File: config.mk
export PLATFORM = sky130hd
export DESIGN_NAME = axilite_slave_bridge_32x32
export DESIGN_NICKNAME = d
export VERILOG_FILES = /design/src/rtl/axilite_slave_bridge_32x32.sv
export SDC_FILE = /design/constraint.sdc
export NUM_CORES = 1
export LEC_CHECK = 0
export ABC_CLOCK_PERIOD_IN_PS = 3650
export CELL_PAD_IN_SITES_DETAIL_PLACEMENT = 2
export CELL_PAD_IN_SITES_GLOBAL_PLACEMENT = 2
export CORE_ASPECT_RATIO = 1.5
export CORE_UTILIZATION = 22
export CTS_CLUSTER_SIZE = 40
export DETAILED_ROUTE_END_ITERATION = 8
export PLACE_DENSITY = 0.89
export SYNTH_ARGS = -nofsm -noshare
export SYNTH_HDL_FRONTEND = slang
export SYNTH_SLANG_ARGS = --single-unit
File: constraint.sdc
create_clock -name clock -period 3.65 [get_ports clock]
set_input_delay 0.73 -clock clock [delete_from_list [all_inputs] [get_ports clock]]
set_output_delay 0.73 -clock clock [all_outputs]
set_load 0.03 [all_outputs]
File: src/rtl/axilite_slave_bridge_32x32.sv
// axilite_slave_bridge_32x32: AXI4-Lite responder converting each transaction into one local register-bus request
module axilite_slave_bridge_32x32 #(
  parameter int          C_AXI_DATA_WIDTH = 32,
  parameter int          C_AXI_ADDR_WIDTH = 32,
  parameter logic [31:0] BASE_ADDR        = 32'h0001_0000,
  parameter logic [31:0] ADDR_SPAN        = 32'h0001_0000,
  parameter int          TIMEOUT_CYCLES   = 64
) (
  input  logic                          clock,
  input  logic                          reset,
  input  logic [C_AXI_ADDR_WIDTH-1:0]   S_AXI_AWADDR,
  input  logic [2:0]                    S_AXI_AWPROT,
  input  logic                          S_AXI_AWVALID,
  output logic                          S_AXI_AWREADY,
  input  logic [C_AXI_DATA_WIDTH-1:0]   S_AXI_WDATA,
  input  logic [C_AXI_DATA_WIDTH/8-1:0] S_AXI_WSTRB,
  input  logic                          S_AXI_WVALID,
  output logic                          S_AXI_WREADY,
  output logic [1:0]                    S_AXI_BRESP,
  output logic                          S_AXI_BVALID,
  input  logic                          S_AXI_BREADY,
  input  logic [C_AXI_ADDR_WIDTH-1:0]   S_AXI_ARADDR,
  input  logic [2:0]                    S_AXI_ARPROT,
  input  logic                          S_AXI_ARVALID,
  output logic                          S_AXI_ARREADY,
  output logic [C_AXI_DATA_WIDTH-1:0]   S_AXI_RDATA,
  output logic [1:0]                    S_AXI_RRESP,
  output logic                          S_AXI_RVALID,
  input  logic                          S_AXI_RREADY,
  output logic [C_AXI_ADDR_WIDTH-1:0]   L_ADDR,
  output logic [C_AXI_DATA_WIDTH-1:0]   L_WDATA,
  output logic [C_AXI_DATA_WIDTH/8-1:0] L_WSTRB,
  output logic                          L_WEN,
  output logic                          L_REN,
  input  logic [C_AXI_DATA_WIDTH-1:0]   L_RDATA,
  input  logic                          L_ACK,
  input  logic                          L_ERR
);
  localparam int AW = C_AXI_ADDR_WIDTH;
  localparam int DW = C_AXI_DATA_WIDTH;
  localparam int CW = $clog2(TIMEOUT_CYCLES + 1);
  typedef enum logic [2:0] {IDLE, WR_COLLECT, WR_REQ, WR_RESP, RD_ADDR, RD_REQ, RD_RESP} state_t;
  state_t state, state_n;
  logic aw_got, w_got, wr_pri, aw_hs, w_hs, both, in_win, tmo, done, unused;
  logic [AW-1:0] waddr_q, off;
  logic [DW/8-1:0] wstrb_q;
  logic [CW-1:0] cnt;
  assign unused = ^{S_AXI_AWPROT, S_AXI_ARPROT};
  assign aw_hs = state == WR_COLLECT && !aw_got && S_AXI_AWVALID;
  assign w_hs = state == WR_COLLECT && !w_got && S_AXI_WVALID;
  assign both = (aw_got | aw_hs) & (w_got | w_hs);
  // one subtractor serves both channels; an address below the base wraps high and fails the span test
  assign off = (state == RD_ADDR ? S_AXI_ARADDR : aw_got ? waddr_q : S_AXI_AWADDR) - AW'(BASE_ADDR);
  assign in_win = off < AW'(ADDR_SPAN);
  assign tmo = cnt == CW'(TIMEOUT_CYCLES);
  assign done = L_ACK | tmo;
  assign S_AXI_AWREADY = state == WR_COLLECT && !aw_got;
  assign S_AXI_WREADY = state == WR_COLLECT && !w_got;
  assign S_AXI_ARREADY = state == RD_ADDR;
  assign S_AXI_BVALID = state == WR_RESP;
  assign S_AXI_RVALID = state == RD_RESP;
  assign L_WEN = state == WR_REQ && cnt == '0;
  assign L_REN = state == RD_REQ && cnt == '0;
  assign L_WSTRB = state == WR_REQ ? wstrb_q : '0;
  always_ff @(posedge clock)
    state <= reset ? IDLE : state_n;
  always_comb begin
    state_n = state;
    unique case (state)
      IDLE:       state_n = (S_AXI_AWVALID | S_AXI_WVALID) && (!S_AXI_ARVALID || wr_pri) ? WR_COLLECT :
                            S_AXI_ARVALID ? RD_ADDR : IDLE;
      WR_COLLECT: state_n = !both ? WR_COLLECT : in_win ? WR_REQ : WR_RESP;
      WR_REQ:     state_n = done ? WR_RESP : WR_REQ;
      WR_RESP:    state_n = S_AXI_BREADY ? IDLE : WR_RESP;
      RD_ADDR:    state_n = in_win ? RD_REQ : RD_RESP;
      RD_REQ:     state_n = done ? RD_RESP : RD_REQ;
      RD_RESP:    state_n = S_AXI_RREADY ? IDLE : RD_RESP;
      default:    state_n = IDLE;
    endcase
  end
  always_ff @(posedge clock) begin
    if (reset) begin
      aw_got <= 1'b0;
      w_got <= 1'b0;
      wr_pri <= 1'b1;
      waddr_q <= '0;
      wstrb_q <= '0;
      cnt <= '0;
      L_ADDR <= '0;
      L_WDATA <= '0;
      S_AXI_BRESP <= 2'b00;
      S_AXI_RRESP <= 2'b00;
      S_AXI_RDATA <= '0;
    end else begin
      if (state == IDLE) begin
        aw_got <= 1'b0;
        w_got <= 1'b0;
      end
      if (aw_hs) begin
        aw_got <= 1'b1;
        waddr_q <= S_AXI_AWADDR;
      end
      if (w_hs) begin
        w_got <= 1'b1;
        L_WDATA <= S_AXI_WDATA;
        wstrb_q <= S_AXI_WSTRB;
      end
      cnt <= (state == WR_REQ || state == RD_REQ) ? cnt + 1'b1 : '0;
      if (((state == WR_COLLECT && both) || state == RD_ADDR) && in_win)
        L_ADDR <= {off[AW-1:2], 2'b00};
      if (state == WR_COLLECT && both && !in_win)
        S_AXI_BRESP <= 2'b11;
      if (state == WR_REQ && done)
        S_AXI_BRESP <= L_ACK ? {L_ERR, 1'b0} : 2'b10;
      if (state == RD_ADDR && !in_win) begin
        S_AXI_RRESP <= 2'b11;
        S_AXI_RDATA <= '0;
      end
      if (state == RD_REQ && done) begin
        S_AXI_RRESP <= L_ACK ? {L_ERR, 1'b0} : 2'b10;
        S_AXI_RDATA <= L_ACK ? L_RDATA : '0;
      end
      if (state == WR_RESP && S_AXI_BREADY)
        wr_pri <= 1'b0;
      if (state == RD_RESP && S_AXI_RREADY)
        wr_pri <= 1'b1;
    end
  end
endmodule

Word level (Yosys, flattened, before mapping)
Cells that the tools add are included.
{ "word_totals": {"register_bits": 147, "out_inout_bits": 111, "input_bits": 147, "elab_cells": 82} }
{ "op_classes": {"n_mux": 24, "reduce_logical": 30, "bitwise": 6, "addsub": 2, "n_eq_ne": 7, "n_lt_le_gt_ge": 1} }
{ "ops": {"columns": ["op", "n"], "rows": [
  ["32-bit 2-to-1 mux", 5],
  ["32-bit by 17-bit less-than comparator with 1-bit output (second input constant)", 1],
  ["32-bit by 17-bit subtractor with 32-bit output (second input constant)", 1],
  ["3-bit case mux with 7 select lines", 1],
  ["2-bit 2-to-1 mux", 9],
  ["1-bit logical AND", 15],
  ["3-bit == test (second input constant)", 3],
  ["3-bit 2-to-1 mux", 3],
  ["2-bit nonzero test", 4],
  ["7-bit by 1-bit adder with 7-bit output (second input constant)", 1],
  ["7-bit == test (second input constant)", 1],
  ["7-bit zero test", 1],
  ["3-bit by 2-bit == test with 1-bit output (second input constant)", 2],
  ["1-bit 2-to-1 mux", 5],
  ["1-bit zero test", 4],
  ["4-bit 2-to-1 mux", 1],
  ["1-bit OR", 4],
  ["2-bit OR reduction", 2],
  ["3-bit by 1-bit == test with 1-bit output (second input constant)", 1],
  ["3-bit zero test", 1],
  ["1-bit logical OR", 3],
  ["1-bit bitwise AND", 1],
  ["1-bit NOT", 1]
]} }

Longest topological paths before layout
{ "logic_depth": {"ltp_word": 9, "depth_mapped": 18} }

Least setup slack after synthesis
No wires, ideal clock.
{ "synth_timing": {"path_kind": "register to register", "start": "reg aw_got", "end": "reg L_ADDR[21]", "slack_ps": -17, "t_required_ps": 3535, "arrival_time_ps": 3552, "setup_ps": 115, "n_path_buf": 6, "path_stages_with_launch": 17, "cell_sequence": "dfxtp_1 > buf_2 > buf_2 > buf_2 > buf_4 > buf_1 > mux2i_1 > nor2_1 > a21oi_1 > ha_1 > nand4_1 > xor2_1 > nand2_1 > a21oi_2 > a21oi_1 > clkbuf_1 > and2_1"} }
{ "synth_between": {"elab_chain_cells": 8} }
{ "synth_lines": {"columns": ["element", "line", "source"], "rows": [
  ["start: declaration", "44", "logic aw_got, w_got, wr_pri, aw_hs, w_hs, both, in_win, tmo, done, unused;"],
  ["start signal: assignment", "83", "aw_got <= 1'b0;"],
  ["start signal: assignment", "96", "aw_got <= 1'b0;"],
  ["start signal: assignment", "100", "aw_got <= 1'b1;"],
  ["branches (longest 8 deep; another with 32-bit by 17-bit subtractor with 32-bit output)", null, null],
  ["end signal: assignment", "110", "L_ADDR <= {off[AW-1:2], 2'b00};"],
  ["end: declaration", "30", "output logic [C_AXI_ADDR_WIDTH-1:0] L_ADDR,"]
]} }
Parallel ways; which one is timed is not known.
A chain may end at the register's enable or synchronous reset.

Worst setup path in the final report
{ "layout_timing": {"start": "in S_AXI_AWADDR[20]", "end": "reg L_ADDR[14]"} }
{ "layout_between": {"elab_chain_cells": 5} }
{ "layout_lines": {"columns": ["element", "line", "source"], "rows": [
  ["start: declaration", "11", "input logic [C_AXI_ADDR_WIDTH-1:0] S_AXI_AWADDR,"],
  ["32-bit 2-to-1 mux (2 in a row)", "53", "assign off = (state == RD_ADDR ? S_AXI_ARADDR : aw_got ? waddr_q : S_AXI_AWADDR) - AW'(BASE_ADDR);"],
  ["32-bit by 17-bit subtractor with 32-bit output", "53", null],
  ["32-bit by 17-bit less-than comparator with 1-bit output", "54", "assign in_win = off < AW'(ADDR_SPAN);"],
  ["1-bit logical AND", "109", "if (((state == WR_COLLECT && both) || state == RD_ADDR) && in_win)"]
]} }
No other way between the ends.

==> reports/results.txt <==
vias per cell: 4.87
setup violators final: 0
Req. time, crit path: 3.96 ns
worst slack, placed: -0.162 ns
startpoint type of the worst setup path: primary input
outcome: complete, no violations
boundary pin count: 258
CP Capture Type: register
Clock Latency Late Sink: 0.43 ns
Max H-tree Level: 4
starting density of the core: 22.4%
CTS tree: done
Core Region: 28000 sq um
die height: 209 microns
via count: 6460
DR pass1 iterations: 4
Main synth FF type: dfxtp_1
FF+latch count, synth: 145
share of layout cells above drive strength 1: 7.88%
area grow syn2layout: 54.9%
PostCTS Resize Cnt: 0
fin util: 34.7%
CTS max path bufs: 2
Fmax: 297 MHz
Seq/Total Area, Yosys: 46.3%
Tmin final: 3.37 ns
DR iter-0 viols: 205
Worst Tran Pin Value: 0.761 ns
Hold Crit Class: reg -> reg
Synth Cell Area: 6270 sq um
Worst Clk Skew: 0.0108 ns
Max Cap Violations: 0
Tcrit/Tclk final: 92.3%
setup TNS: 0 ns
P per Cell Area: 461 nW/um^2
Final Hold Viols: 0
synth warn: 0
antenna-violating nets left: 0
GRT overflow: 0
Post-CTS Setup Bufs: 0
top cells by area, synth: dfxtp_1 (46%), nand2_1 (9.6%), a21oi_1 (8.0%), a22o_1 (4.5%), mux2i_1 (4.3%)
overall power: 4480 uW
die area: 29200 sq um
syn_area_per_cell: 8.59 sq um
FFs w/ async S/R, synth: 0%
CTS root buf: clkbuf_16
GRT Total Usage: 18.0%
die width: 140 microns
post-synthesis cell type count: 65
Synth top area share: 46.3%
Mapped Cells: 730
Setup WS post-layout: 0.283 ns
CP max FO: 14
Slew Viols, Final: 0
TritonCTS Buffers: 17
Rel. slew slack: 49.3%
Post-synth EDFFs: 0
largest net degree at the start of global routing: 64
first-pass GRT wire length: 40300 microns
unrepaired setup endpoints after global routing: false
area leader, netlist: dfxtp_1
vias in the first global route: 7362
Post-Layout Cell Count: 1326
GP Congestion: 0.813
hold buffer count at CTS: 0
port bufs: 245
critical path type: in -> reg
HPWL Detailed: 19000 microns
worst path arrival time: 3.67 ns
final WL: 25700 microns
Post-layout nets: 1116
initial antenna violation count: 4
# clock sinks: 145
clk slew on worst S/H paths: 0.06 ns
# rows: 75
DRC Markers: 0
number of placed instances, taps included: 1292
wire per inst: 19.4 microns
Worst IR Drop VDD: 0.321 mV
Lkg Pwr: 0.00341 uW
metrics by stage:
step | hold slack (ns) | area (sq um)
4_1_cts | 0.457 | 9700
2_1_floorplan | 0.432 | 6270
3_3_place_gp | 0.438 | 9100
3_5_place_dp | 0.447 | 9100
5_1_grt | 0.478 | 9710
6_report | 0.451 | 9710
cell type report:
cell class | count | area, sq um
Timing Repair Buffer | 270 | 2660
Antenna cell | 3 | 7.51
Multi-Input combinational cell | 521 | 3060
Clock inverter | 10 | 134
Inverter | 10 | 37.5
Sequential cell | 145 | 2900
Fill cell | 3108 | 18300
Clock buffer | 21 | 470
Tap cell | 346 | 433
placed cells by master, fill, tap and decap left out, types with 5 or more instances in the layout:
cell	netlist	final
a21oi_1	100	100
a22o_1	32	32
and2_1	21	21
buf_4	4	24
clkbuf_16	0	17
clkdlybuf4s50_1	0	244
dfxtp_1	145	144
inv_1	9	9
mux2i_1	27	27
nand2_1	160	160
nand3_1	5	5
nand4_1	6	6
nor2_1	31	31
nor3_1	16	16
o2111ai_1	15	15
o21ai_0	22	22
xnor2_1	5	5
xor2_1	6	6
worst max-delay path: stages:
cell	delay (ns)
clkdlybuf4s50_1	0.43
mux2_2	0.31
o32ai_1	0.53
o21a_1	0.26
o21ai_0	0.15
nor3_1	0.44
o21ai_1	0.21
buf_4	0.24
o21ai_0	0.25
a21oi_1	0.10
metal layers:
| layer | up-vias | GRT usage (%) | wire (microns) |
|---|---|---|---|
| met5 | - | 0 | 13 |
| met4 | 2 | 10.8 | 1310 |
| met3 | 63 | 5.00 | 1340 |
| met2 | 193 | 32.5 | 13400 |
| met1 | 3163 | 18.3 | 9680 |
| li1 | 3039 | - | - |
power breakdown:
part	switching [uW]	internal (uW)	total (uW)
clock network	709	1120	1830
logic	533	404	937
registers	53.2	1660	1710
total	1290	3190	4480
sequential cells by signal, indices dropped and copies added (netlist names):
name         flops
L_ADDR          30
L_WDATA         32
S_AXI_BRESP      2
S_AXI_RDATA     32
S_AXI_RRESP      2
aw_got           1
cnt              7
state            3
w_got            1
waddr_q         30
wr_pri           1
wstrb_q          4
Yosys cell counts (all sizes together) (10+ instances only):
| cell type | number |
|---|---|
| and2 | 21 |
| buf | 18 |
| mux2i | 27 |
| nor2 | 31 |
| clkbuf | 37 |
| o2111ai | 16 |
| a21oi | 102 |
| nor3 | 16 |
| nand2 | 160 |
| a22o | 32 |
| o21ai | 23 |
| dfxtp | 145 |
| inv | 10 |
path summary, 6_finish.rpt:
kind	startpoint	to	slack, ns	cells past startpoint
worst max-delay path	S_AXI_AWADDR[20]	L_ADDR[14]$_SDFFE_PP0P_	0.28	10
worst min register to register	wstrb_q[2]$_SDFFE_PP0P_	wstrb_q[2]$_SDFFE_PP0P_	0.45	2
worst min-delay path	wstrb_q[2]$_SDFFE_PP0P_	wstrb_q[2]$_SDFFE_PP0P_	0.45	2
worst max register to register	aw_got$_SDFFE_PP0P_	L_ADDR[14]$_SDFFE_PP0P_	0.29	9
cells by family (layout without fill, tap and decap cells):
group,count (synthesis),after routing,share of synthesized area [%]
multiplexers,29,29,4.67
AO/OA/AOI/OAI,208,208,22.1
buffers and inverters,65,311,4.97
flip-flops,145,145,46.3
adder cells (fa/ha/maj),4,4,0.799
AND/OR/NAND/NOR,267,267,19.5
other,1,5,0.0598
XOR/XNOR,11,11,1.54
(Power assumes the default switching activity.)
